## src/rtl/uart_rx_parity_if.sv

```systemverilog
`timescale 1ns/1ps
`default_nettype none
// ----------------------------------------------------------------------------
//  Module   : uart_rx_parity_if
//  Brief    : Serial line input and received-byte outputs of uart_rx_parity
//  Revision : 1.0  initial release
// ----------------------------------------------------------------------------
interface uart_rx_parity_if;
    logic       rxd;
    logic [7:0] data_out;
    logic       rdy_rx;
    logic       parity_err;
    logic       frame_err;
    logic       busy;

    // Line/system side: drives the serial line, consumes received bytes.
    modport master (
        output rxd,
        input  data_out,
        input  rdy_rx,
        input  parity_err,
        input  frame_err,
        input  busy
    );

    // Receiver side.
    modport slave (
        input  rxd,
        output data_out,
        output rdy_rx,
        output parity_err,
        output frame_err,
        output busy
    );
endinterface
`default_nettype wire

```

## src/rtl/uart_rx_parity.sv

```systemverilog
`timescale 1ns/1ps
`default_nettype none
// ----------------------------------------------------------------------------
//  Module   : uart_rx_parity
//  Brief    : 8E1 UART receiver, oversampled with mid-bit 3-sample majority vote
//  Revision : 1.0  initial release
// ----------------------------------------------------------------------------
module uart_rx_parity #(
    parameter int CLK_HZ = 50_000_000,
    parameter int BAUD   = 9600,
    parameter int OVS    = 16
) (
    input  logic            clk,
    input  logic            rst,
    uart_rx_parity_if.slave bus
);

    localparam int DIV   = CLK_HZ / (BAUD * OVS);
    localparam int DIV_W = (DIV > 1) ? $clog2(DIV) : 1;
    localparam int OVS_W = $clog2(OVS);

    localparam logic [DIV_W-1:0] DIV_LAST  = DIV_W'(DIV - 1);
    localparam logic [OVS_W-1:0] TICK_S0   = OVS_W'(OVS / 2 - 1);
    localparam logic [OVS_W-1:0] TICK_S1   = OVS_W'(OVS / 2);
    localparam logic [OVS_W-1:0] TICK_DEC  = OVS_W'(OVS / 2 + 1);
    localparam logic [OVS_W-1:0] TICK_LAST = OVS_W'(OVS - 1);

    localparam logic [2:0] S_IDLE   = 3'd0;
    localparam logic [2:0] S_START  = 3'd1;
    localparam logic [2:0] S_DATA   = 3'd2;
    localparam logic [2:0] S_PARITY = 3'd3;
    localparam logic [2:0] S_STOP   = 3'd4;
    localparam logic [2:0] S_BREAK  = 3'd5;

    logic             r_sync1;
    logic             r_sync2;
    logic [2:0]       r_state;
    logic [2:0]       w_next_state;
    logic [DIV_W-1:0] r_div_cnt;
    logic [OVS_W-1:0] r_tick_cnt;
    logic [1:0]       r_samp;
    logic [2:0]       r_bit_idx;
    logic [7:0]       r_shreg;
    logic             r_par;
    logic [7:0]       r_data;
    logic             r_perr;
    logic             r_ferr;
    logic             r_rdy;

    logic             w_rx_s;
    logic             w_tick;
    logic             w_dec;
    logic             w_vote;
    logic             w_busy;
    logic             w_load;
    logic             w_cnt_clr;

    assign w_rx_s = r_sync2;
    assign w_tick = (r_state != S_IDLE) && (r_div_cnt == DIV_LAST);
    assign w_dec  = w_tick && (r_tick_cnt == TICK_DEC);
    // Third sample is taken live at the decision tick.
    assign w_vote = (r_samp[0] & r_samp[1]) | (r_samp[0] & w_rx_s) | (r_samp[1] & w_rx_s);

    always_ff @(posedge clk or posedge rst) begin
        if (rst) begin
            r_sync1 <= 1'b1;
            r_sync2 <= 1'b1;
        end else begin
            r_sync1 <= bus.rxd;
            r_sync2 <= r_sync1;
        end
    end

    always_ff @(posedge clk or posedge rst) begin
        if (rst) begin
            r_state <= S_IDLE;
        end else begin
            r_state <= w_next_state;
        end
    end

    always_comb begin
        w_next_state = r_state;
        case (r_state)
            S_IDLE:   if (!w_rx_s) w_next_state = S_START;
            S_START:  if (w_dec) w_next_state = w_vote ? S_IDLE : S_DATA;
            S_DATA:   if (w_dec && (r_bit_idx == 3'd7)) w_next_state = S_PARITY;
            S_PARITY: if (w_dec) w_next_state = S_STOP;
            S_STOP:   if (w_dec) w_next_state = w_vote ? S_IDLE : S_BREAK;
            S_BREAK:  if (w_tick && (r_tick_cnt == TICK_LAST) && w_rx_s) w_next_state = S_IDLE;
            default:  w_next_state = S_IDLE;
        endcase
    end

    always_comb begin
        w_busy = (r_state != S_IDLE);
        w_load = (r_state == S_STOP) && w_dec;
    end

    // In BREAK any low on the line restarts the full-bit high-time measurement.
    assign w_cnt_clr = (r_state == S_IDLE)
                    || ((r_state == S_BREAK) && !w_rx_s)
                    || ((r_state == S_STOP) && w_dec && !w_vote);

    always_ff @(posedge clk or posedge rst) begin
        if (rst) begin
            r_div_cnt  <= '0;
            r_tick_cnt <= '0;
        end else if (w_cnt_clr) begin
            r_div_cnt  <= '0;
            r_tick_cnt <= '0;
        end else begin
            r_div_cnt <= w_tick ? '0 : r_div_cnt + 1'b1;
            if (w_tick) begin
                r_tick_cnt <= (r_tick_cnt == TICK_LAST) ? '0 : r_tick_cnt + 1'b1;
            end
        end
    end

    always_ff @(posedge clk or posedge rst) begin
        if (rst) begin
            r_samp    <= 2'b11;
            r_bit_idx <= '0;
            r_shreg   <= '0;
            r_par     <= 1'b0;
        end else begin
            if (w_tick && (r_tick_cnt == TICK_S0)) r_samp[0] <= w_rx_s;
            if (w_tick && (r_tick_cnt == TICK_S1)) r_samp[1] <= w_rx_s;
            if (w_dec) begin
                case (r_state)
                    S_START:  r_bit_idx <= '0;
                    S_DATA: begin
                        r_shreg   <= {w_vote, r_shreg[7:1]};
                        r_bit_idx <= r_bit_idx + 1'b1;
                    end
                    S_PARITY: r_par <= w_vote;
                    default:  ;
                endcase
            end
        end
    end

    always_ff @(posedge clk or posedge rst) begin
        if (rst) begin
            r_data <= '0;
            r_perr <= 1'b0;
            r_ferr <= 1'b0;
            r_rdy  <= 1'b0;
        end else begin
            r_rdy <= w_load;
            if (w_load) begin
                r_data <= r_shreg;
                r_perr <= ^{r_shreg, r_par};
                r_ferr <= ~w_vote;
            end
        end
    end

    assign bus.data_out   = r_data;
    assign bus.rdy_rx     = r_rdy;
    assign bus.parity_err = r_perr;
    assign bus.frame_err  = r_ferr;
    assign bus.busy       = w_busy;

endmodule
`default_nettype wire

```

## src/flat_wrapper.sv

```systemverilog
// flat-port wrapper written by rule: the top's interface ports become plain ports
module uart_rx_parity_flat 
#(
    parameter int CLK_HZ = 50_000_000,
    parameter int BAUD   = 9600,
    parameter int OVS    = 16
)
  (clk, rst, bus_rxd, bus_data_out, bus_rdy_rx, bus_parity_err, bus_frame_err, bus_busy);
  uart_rx_parity_if bus_i ();
  input  logic clk;
  input  logic rst;
  input wire logic [$bits(bus_i.rxd)-1:0] bus_rxd;
  output wire logic [$bits(bus_i.data_out)-1:0] bus_data_out;
  output wire logic [$bits(bus_i.rdy_rx)-1:0] bus_rdy_rx;
  output wire logic [$bits(bus_i.parity_err)-1:0] bus_parity_err;
  output wire logic [$bits(bus_i.frame_err)-1:0] bus_frame_err;
  output wire logic [$bits(bus_i.busy)-1:0] bus_busy;
  assign bus_i.rxd = bus_rxd;
  assign bus_data_out = bus_i.data_out;
  assign bus_rdy_rx = bus_i.rdy_rx;
  assign bus_parity_err = bus_i.parity_err;
  assign bus_frame_err = bus_i.frame_err;
  assign bus_busy = bus_i.busy;
  uart_rx_parity #(.CLK_HZ(CLK_HZ), .BAUD(BAUD), .OVS(OVS)) u_core (.clk(clk), .rst(rst), .bus(bus_i));
endmodule
```

## config.mk

```make
export PLATFORM = sky130hd
export DESIGN_NAME = uart_rx_parity_flat
export DESIGN_NICKNAME = d
export VERILOG_FILES = /design/src/rtl/uart_rx_parity_if.sv /design/src/rtl/uart_rx_parity.sv /design/src/flat_wrapper.sv
export SDC_FILE = /design/constraint.sdc
export NUM_CORES = 1
export LEC_CHECK = 0
export ABC_AREA = 1
export ABC_CLOCK_PERIOD_IN_PS = 2000
export CAP_MARGIN = 20
export CORE_AREA = 2 2 65 67
export DETAILED_ROUTE_END_ITERATION = 8
export DIE_AREA = 0 0 67 69
export GPL_TIMING_DRIVEN = 1
export HOLD_SLACK_MARGIN = 0.08
export PLACE_DENSITY = 0.78
export SETUP_SLACK_MARGIN = 0.4
export SLEW_MARGIN = 20
export SYNTH_ARGS = -nofsm -noshare
export SYNTH_HDL_FRONTEND = slang
export SYNTH_SLANG_ARGS = --single-unit
```

## constraint.sdc

```tcl
create_clock -name clk -period 2 [get_ports clk]
set_input_delay 0.2 -clock clk [delete_from_list [all_inputs] [get_ports clk]]
set_output_delay 0.2 -clock clk [all_outputs]
set_load 0.01 [all_outputs]
```

==> flow_summary_export.csv, run 1 <==
group,metric,value,unit
synth,yosys_warnings,0,
finish,antenna_cells,0,
synth,yosysMostFrequentCell,"nand2_1",
synth,synth_compound_gate_area_share,0.0983,
grt,grt_pass1_vias,1697,
grt,track_usage,0.208,
power,ir_drop,0.716,mV
synth,synth_top_family_by_area,"simple AND/OR/NAND/NOR gates",
power,swShare,0.184,
worst_setup_path,crit_buf_inv,3,
placement,dpl-instance-area,2390,sq um
finish,fin_area,2910,sq um
worst_hold_path,worstHoldPathType,"primary input to async pin",
synth,synthMuxAreaShare,0,
synth,synth-seq-cells,43,
power,p_sw,0.311,mW
route,vias,1858,
worst_setup_path,critical_path.max_fanout,7,
grt,grt_max_degree,19,
route,drtIter0Drc,108,
die,rows,23,
synth,synthTopCellsByCount,"nand2_1, dfrtp_1, inv_1",
finish,syn2layout_area_growth,32.9,%
timing,tns,0,ps
worst_setup_path,crit_top_cell,"nor2_4",
power,seqPwrFrac,0.517,
flow_run,drv_cap,0,
power,p_clk_frac,0.468,
worst_setup_path,slowest_delay,400,ps
worst_setup_path,worstPathArrival,1820,ps
route,drt-vias-per-instance,5.43,
route,top_layer,"met4",
die,core,3910,sq um
route,dr.pass1.iters,4,
synth,netlist_area,2190,sq um
timing,slew_viol_final,0,
placement,dp_hpwl,2.92,mm
cts,clk_pin_slew,80,ps
grt,overflow,0,
timing,fin_skew,7.42,ps
finish,fin_nets,301,
die,dieHeight,69,um
timing,finalHoldViolCount,0,
worst_setup_path,cpLargestDelayFamily,"simple AND/OR/NAND/NOR gates",
worst_setup_path,critPathRequiredTime,2220,ps
synth,synth-adder-area-share,0.0446,
timing,fin_ws,397,ps
timing,rsz0062_at_grt,"yes",
route,wl_met3,196,um
worst_setup_path,cp_cell_sequence,"inv_2, ha_4, nand2_2, nor2_4, nand4_4, nor2_4, buf_12, buf_4, nand2_1, o21ai_0",
die,num_io_pins,15,
timing,max_freq,0.624,GHz
route,wire_per_inst,15.1,um
timing,period_minus_slack,1600,ps
synth,synth_xor_area_frac,0.0360,
route,drt_wl_total,5.16,mm
synth,postSynthCellCount,250,
die,die-area,4620,sq um
power,p_leak,1.28,nW
power,p_int,1.38,mW
synth,synth_edf_count,0,
grt,antenna_found_initial,0,
timing,worstMarginPinSlew,444,ps
synth,ys_seq_area_frac,0.494,
timing,setup_viol,0,
cts,clk_latency,300,ps
synth,synthDistinctLibCells,30,
power,power_frac_comb,0.015,
finish,final_layout_size_suffix_gt1_frac,0.332,
grt,grt_pass1_wl,7.43,mm
worst_setup_path,cp_slowest_cell,"dfrtp_1",
worst_setup_path,end_kind,"register",
cts,cts_buffers,5,
synth,yosysTopAreaCell,"dfrtp_1",
route,drcViolationCount,0,
cts,cts_tree,"yes",
cts,cts_sinks,43,
placement,place_ws,167,ps
finish,fin_cells,342,
cts,cts_max_level,2,
placement,port_buffers,14,
cts,cts_root_buf,"clkbuf_8",
worst_setup_path,start_kind,"register",
synth,yosysTopAreaCellShare,0.446,
synth,syn_area_per_cell,8.75,sq um
die,initial_core_util,0.559,
placement,dp.cells,315,
synth,synth_flop_cell,"dfrtp_1",
worst_setup_path,critPathKind,"register to register",
route,wl_met2,2.90,mm
synth,syn_nets,260,
timing,maxSlewHeadroom,0.704,
cts,cts.path.max_buffers,2,
synth,yosys.area_share.simple,0.257,
route,drt.antenna.violating_nets,0,
synth,synthArstFlopShare,1.00,
timing,fin_crit_sh,0.801,
die,fp.dieW,67,um
placement,gp_congestion,0.832,
route,met1_length,1.99,mm
power,power.density,581,nW/um^2
synth,synth.area.top_cells,"dfrtp_1, nand2_1, inv_1",
run_status,status,"complete, no violations",
## worst paths after layout
path	endpoint	slack (ps)	cells past startpoint	startpoint
min in group clk	u_core.r_sync1	310	1	bus_rxd
worst min register to register	u_core.r_sync2	360	0	u_core.r_sync1
worst max register to register	u_core.r_shreg[7]	400	10	u_core.r_div_cnt[1]
worst max-delay path	u_core.r_shreg[7]	400	10	u_core.r_div_cnt[1]
max in group asynchronous	u_core.r_samp[1]	1160	3	rst
worst min-delay path	u_core.bus.rdy_rx	200	2	rst
## layout by cell type, fill, tap and decap left out, types with 6 or more instances in the layout
master            n
dfrtp_1          37
nand4_1           8
inv_1            23
nand3_1          12
buf_4            13
o21ai_0           6
nand2_1          42
nor2_4            7
nand2_2          15
clkdlybuf4s50_1  13
nor2_1           16
inv_2             7
nor3_1            7
a21oi_1           7
buf_6             6
o21ai_2          10
## through the flow
| step | hold WS (ps) | util | total power [mW] |
|---|---|---|---|
| after floorplan | 204 | - | 0.904 |
| after global placement | 347 | 0.612 | 0.916 |
| after detailed placement | 350 | 0.612 | 0.917 |
| after CTS | 208 | 0.667 | 1.70 |
| after global routing | 262 | 0.743 | 1.75 |
| final | 199 | 0.743 | 1.69 |
## metal layers
layer | vias to the layer above | GRT usage
met1 | 919 | 0.253
met4 | 0 | 0.0590
met5 | - | 0
li1 | 889 | -
met2 | 43 | 0.355
met3 | 7 | 0.0538
## state kept, by name, indices dropped and copies added (netlist names)
name and cells:
u_core.bus.frame_err 1, u_core.bus.parity_err 1, u_core.r_tick_cnt 4, u_core.r_div_cnt 9, u_core.r_shreg 8, u_core.bus.data_out 8
u_core.r_sync1 1, u_core.r_par 1, u_core.r_samp 2, u_core.r_bit_idx 3, u_core.r_state 3, u_core.r_sync2 1
u_core.bus.rdy_rx 1
## timing repair
action | 4_1_cts | 5_1_grt
setup buffers | 6 | 10
endpoints found under the setup margin | 37 | 40
hold buffers | 0 | 0
gates resized for setup | 10 | 67
gates cloned | 1 | 2
pin swaps | 4 | 14
## kinds of logic after synthesis
logic type / Yosys count
AO/OA/AOI/OAI: 34
XOR/XNOR: 9
adder cells (fa/ha/maj): 8
buffers and inverters: 36
flip-flops: 43
AND/OR/NAND/NOR: 120
## power by group through the flow
stage	Combinational, mW	Clock, mW	Sequential [mW]
after floorplan	0.0139	0	0.891
after global placement	0.0253	0	0.891
after detailed placement	0.0261	0	0.891
after CTS	0.0259	0.801	0.874
after global routing	0.0298	0.844	0.874
final	0.0249	0.790	0.874
## final cells by class
cell class	instances	area [sq um]
multi-input combinational	172	1140
sequential	43	1080
fill	276	1000
timing repair buffer	35	344
inverter	32	130
clock buffer	6	72.6
tap	50	62.6
clock inverter	2	60.1
timing repair inverter	2	17.5
(Power assumes the default switching activity.)
==> run 2, diff against run 1 <==
--- a/config.mk
+++ b/config.mk
@@ -6,7 +6,7 @@
 export NUM_CORES = 1
 export LEC_CHECK = 0
 export ABC_AREA = 1
-export ABC_CLOCK_PERIOD_IN_PS = 2000
+export ABC_CLOCK_PERIOD_IN_PS = 1500
 export CAP_MARGIN = 20
 export CORE_AREA = 2 2 65 67
 export DETAILED_ROUTE_END_ITERATION = 8
==> constraint.sdc (replaced) <==
create_clock -name clk -period 1.5 [get_ports clk]
set_input_delay 0.15 -clock clk [delete_from_list [all_inputs] [get_ports clk]]
set_output_delay 0.15 -clock clk [all_outputs]
set_load 0.01 [all_outputs]
==> run 2 against run 1 <==
The run now ends with setup timing left. Sequential share of layout area down 0.74 points. Via count up 4.5%. Combinational power up 59%. Power up 24%. Non-clock buffer count up 13. Critical path type unchanged. Critical endpoint is now u_core.r_div_cnt[2].
==> flow_summary_export.csv, run 2 (synthesized netlist as in run 1, its figures left out) <==
group,metric,value,unit
placement,dp.cells,335,
power,p_sw,0.431,mW
grt,grt_pass1_vias,1796,
die,dieHeight,69,um
die,core,3910,sq um
cts,cts_max_level,2,
worst_setup_path,cpLargestDelayFamily,"simple AND/OR/NAND/NOR gates",
timing,slew_viol_final,0,
cts,clk_pin_slew,80,ps
power,power.density,708,nW/um^2
power,seqPwrFrac,0.554,
run_status,violations,"setup timing",
timing,period_minus_slack,1700,ps
die,rows,23,
power,p_int,1.67,mW
finish,largest_reg_flops,9,
cts,cts_sinks,43,
finish,layout_commonest_cell,"dfrtp_1",
finish,fin_cells,354,
route,drt_wl_total,5.43,mm
route,drtIter0Drc,156,
finish,fin_area,2970,sq um
cts,cts_tree,"yes",
finish,mostFrequentLayoutCells,"dfrtp_1, nand2_1, inv_1",
power,power_frac_comb,0.019,
route,vias,1942,
timing,fin_ws,-199,ps
timing,rsz0062_at_grt,"yes",
cts,cts.path.max_buffers,2,
finish,fin_nets,313,
die,die-area,4620,sq um
route,dr.pass1.iters,4,
timing,setup_viol,41,
worst_hold_path,worstHoldPathType,"primary input to async pin",
grt,overflow,0,
finish,multi_input_area,1160,sq um
worst_setup_path,r2r_slack,-200,ps
worst_setup_path,end_kind,"register",
power,p_clk_frac,0.427,
power,fin_total_pwr,2.10,mW
grt,track_usage,0.223,
finish,syn2layout_area_growth,35.6,%
finish,largest_register,"u_core.r_div_cnt",
route,wire_per_inst,15.3,um
die,num_io_pins,15,
timing,finalHoldViolCount,0,
worst_setup_path,critPathRequiredTime,1690,ps
placement,gp_congestion,0.858,
placement,dp_hpwl,3.29,mm
route,drt.antenna.violating_nets,0,
cts,cts_root_buf,"clkbuf_8",
worst_setup_path,cp_slowest_cell,"dfrtp_1",
worst_setup_path,critPathKind,"register to register",
timing,max_freq,0.589,GHz
timing,worstMarginPinSlew,470,ps
die,fp.dieW,67,um
worst_setup_path,cp_cell_sequence,"inv_1, ha_2, nand2_2, nor2_4, nand4_4, inv_4, nand3_4, buf_6, nand4_1, nor2_1",
placement,port_buffers,14,
finish,antenna_cells,0,
worst_setup_path,slowest_delay,400,ps
power,p_leak,1.38,nW
placement,place_ws,-43.9,ps
worst_setup_path,critical_path.max_fanout,4,
power,ir_drop,0.561,mV
worst_setup_path,worstPathArrival,1890,ps
grt,antenna_found_initial,0,
timing,fin_crit_sh,1.13,
route,drcViolationCount,0,
grt,grt_pass1_wl,7.92,mm
flow_run,drv_cap,0,
worst_setup_path,crit_buf_inv,3,
finish,final_layout_size_suffix_gt1_frac,0.418,
grt,grt_max_degree,27,
route,drt-vias-per-instance,5.49,
cts,ctsHoldBuffers,0,
timing,maxSlewHeadroom,0.686,
placement,dpl-instance-area,2590,sq um
timing,fin_skew,8.60,ps
finish,regArea,1080,sq um
cts,cts_buffers,5,
cts,clk_latency,300,ps
power,swShare,0.205,
finish,fillers,259,
run_status,status,"complete, but fails checks",
die,initial_core_util,0.559,
worst_setup_path,start_kind,"register",
-- run 2: cell types whose count changed in the layout (fill, tap and decap cells not counted), sizes merged, moves of 2 or more --
cell,before,now
buf,21,35
clkdlybuf4s50,13,2
clkbuf,6,14
clkdlybuf4s15,0,2
clkinv,0,2
inv,34,32
-- run 2: final timing paths --
kind / startpoint / endpoint / cells past startpoint
hold / removal: rst / u_core.r_div_cnt[2] / 2
max in group asynchronous: rst / u_core.r_state[2] / 3
setup reg to reg: u_core.r_div_cnt[1] / u_core.r_div_cnt[2] / 10
min in group clk: bus_rxd / u_core.r_sync1 / 1
setup / recovery: u_core.r_div_cnt[1] / u_core.r_div_cnt[2] / 10
hold reg to reg: u_core.r_sync1 / u_core.r_sync2 / 0
-- run 2: layout make-up --
type,instances,share of cell area
Timing Repair Buffer,48,0.136
Timing Repair inverter,1,0.00379
Inverter,32,0.0451
Tap cell,50,0.0211
Clock inverter,3,0.0148
Multi-Input combinational cell,172,0.391
Clock buffer,5,0.0232
Sequential cell,43,0.365
-- run 2: repair_timing --
action                                 4_1_cts  5_1_grt
resized for setup                           54       59
endpoints found under the hold margin        0        0
gates cloned                                 1        1
setup buffers                                2        7
pin swaps                                   13       15
setup endpoints to repair                   53       50
-- run 2: per-layer routing --
metal	part of all wire	up-vias	track usage	wire length, um
met5	0	-	0	0
met4	0.028	0	0.0862	153
met3	0.060	17	0.0538	327
met2	0.51	74	0.364	2780
met1	0.40	937	0.281	2170
li1	-	914	-	-
-- run 2: power groups by stage --
stage / Sequential (mW) / Combinational [mW] / Clock, mW
floorplan: 1.19 / 0.0190 / 0
detailed placement: 1.19 / 0.0407 / 0
finish: 1.16 / 0.0397 / 0.897
global placement: 1.19 / 0.0403 / 0
CTS: 1.16 / 0.0406 / 0.910
global route: 1.17 / 0.0458 / 0.960
-- run 2: metrics by stage --
step	utilization	hold WS (ps)	setup TNS [ps]
3_3_place_gp	0.661	347	-640
4_1_cts	0.715	146	-741
2_1_floorplan	-	146	-17.4
6_report	0.758	145	-5720
3_5_place_dp	0.661	348	-676
5_1_grt	0.758	168	-9040
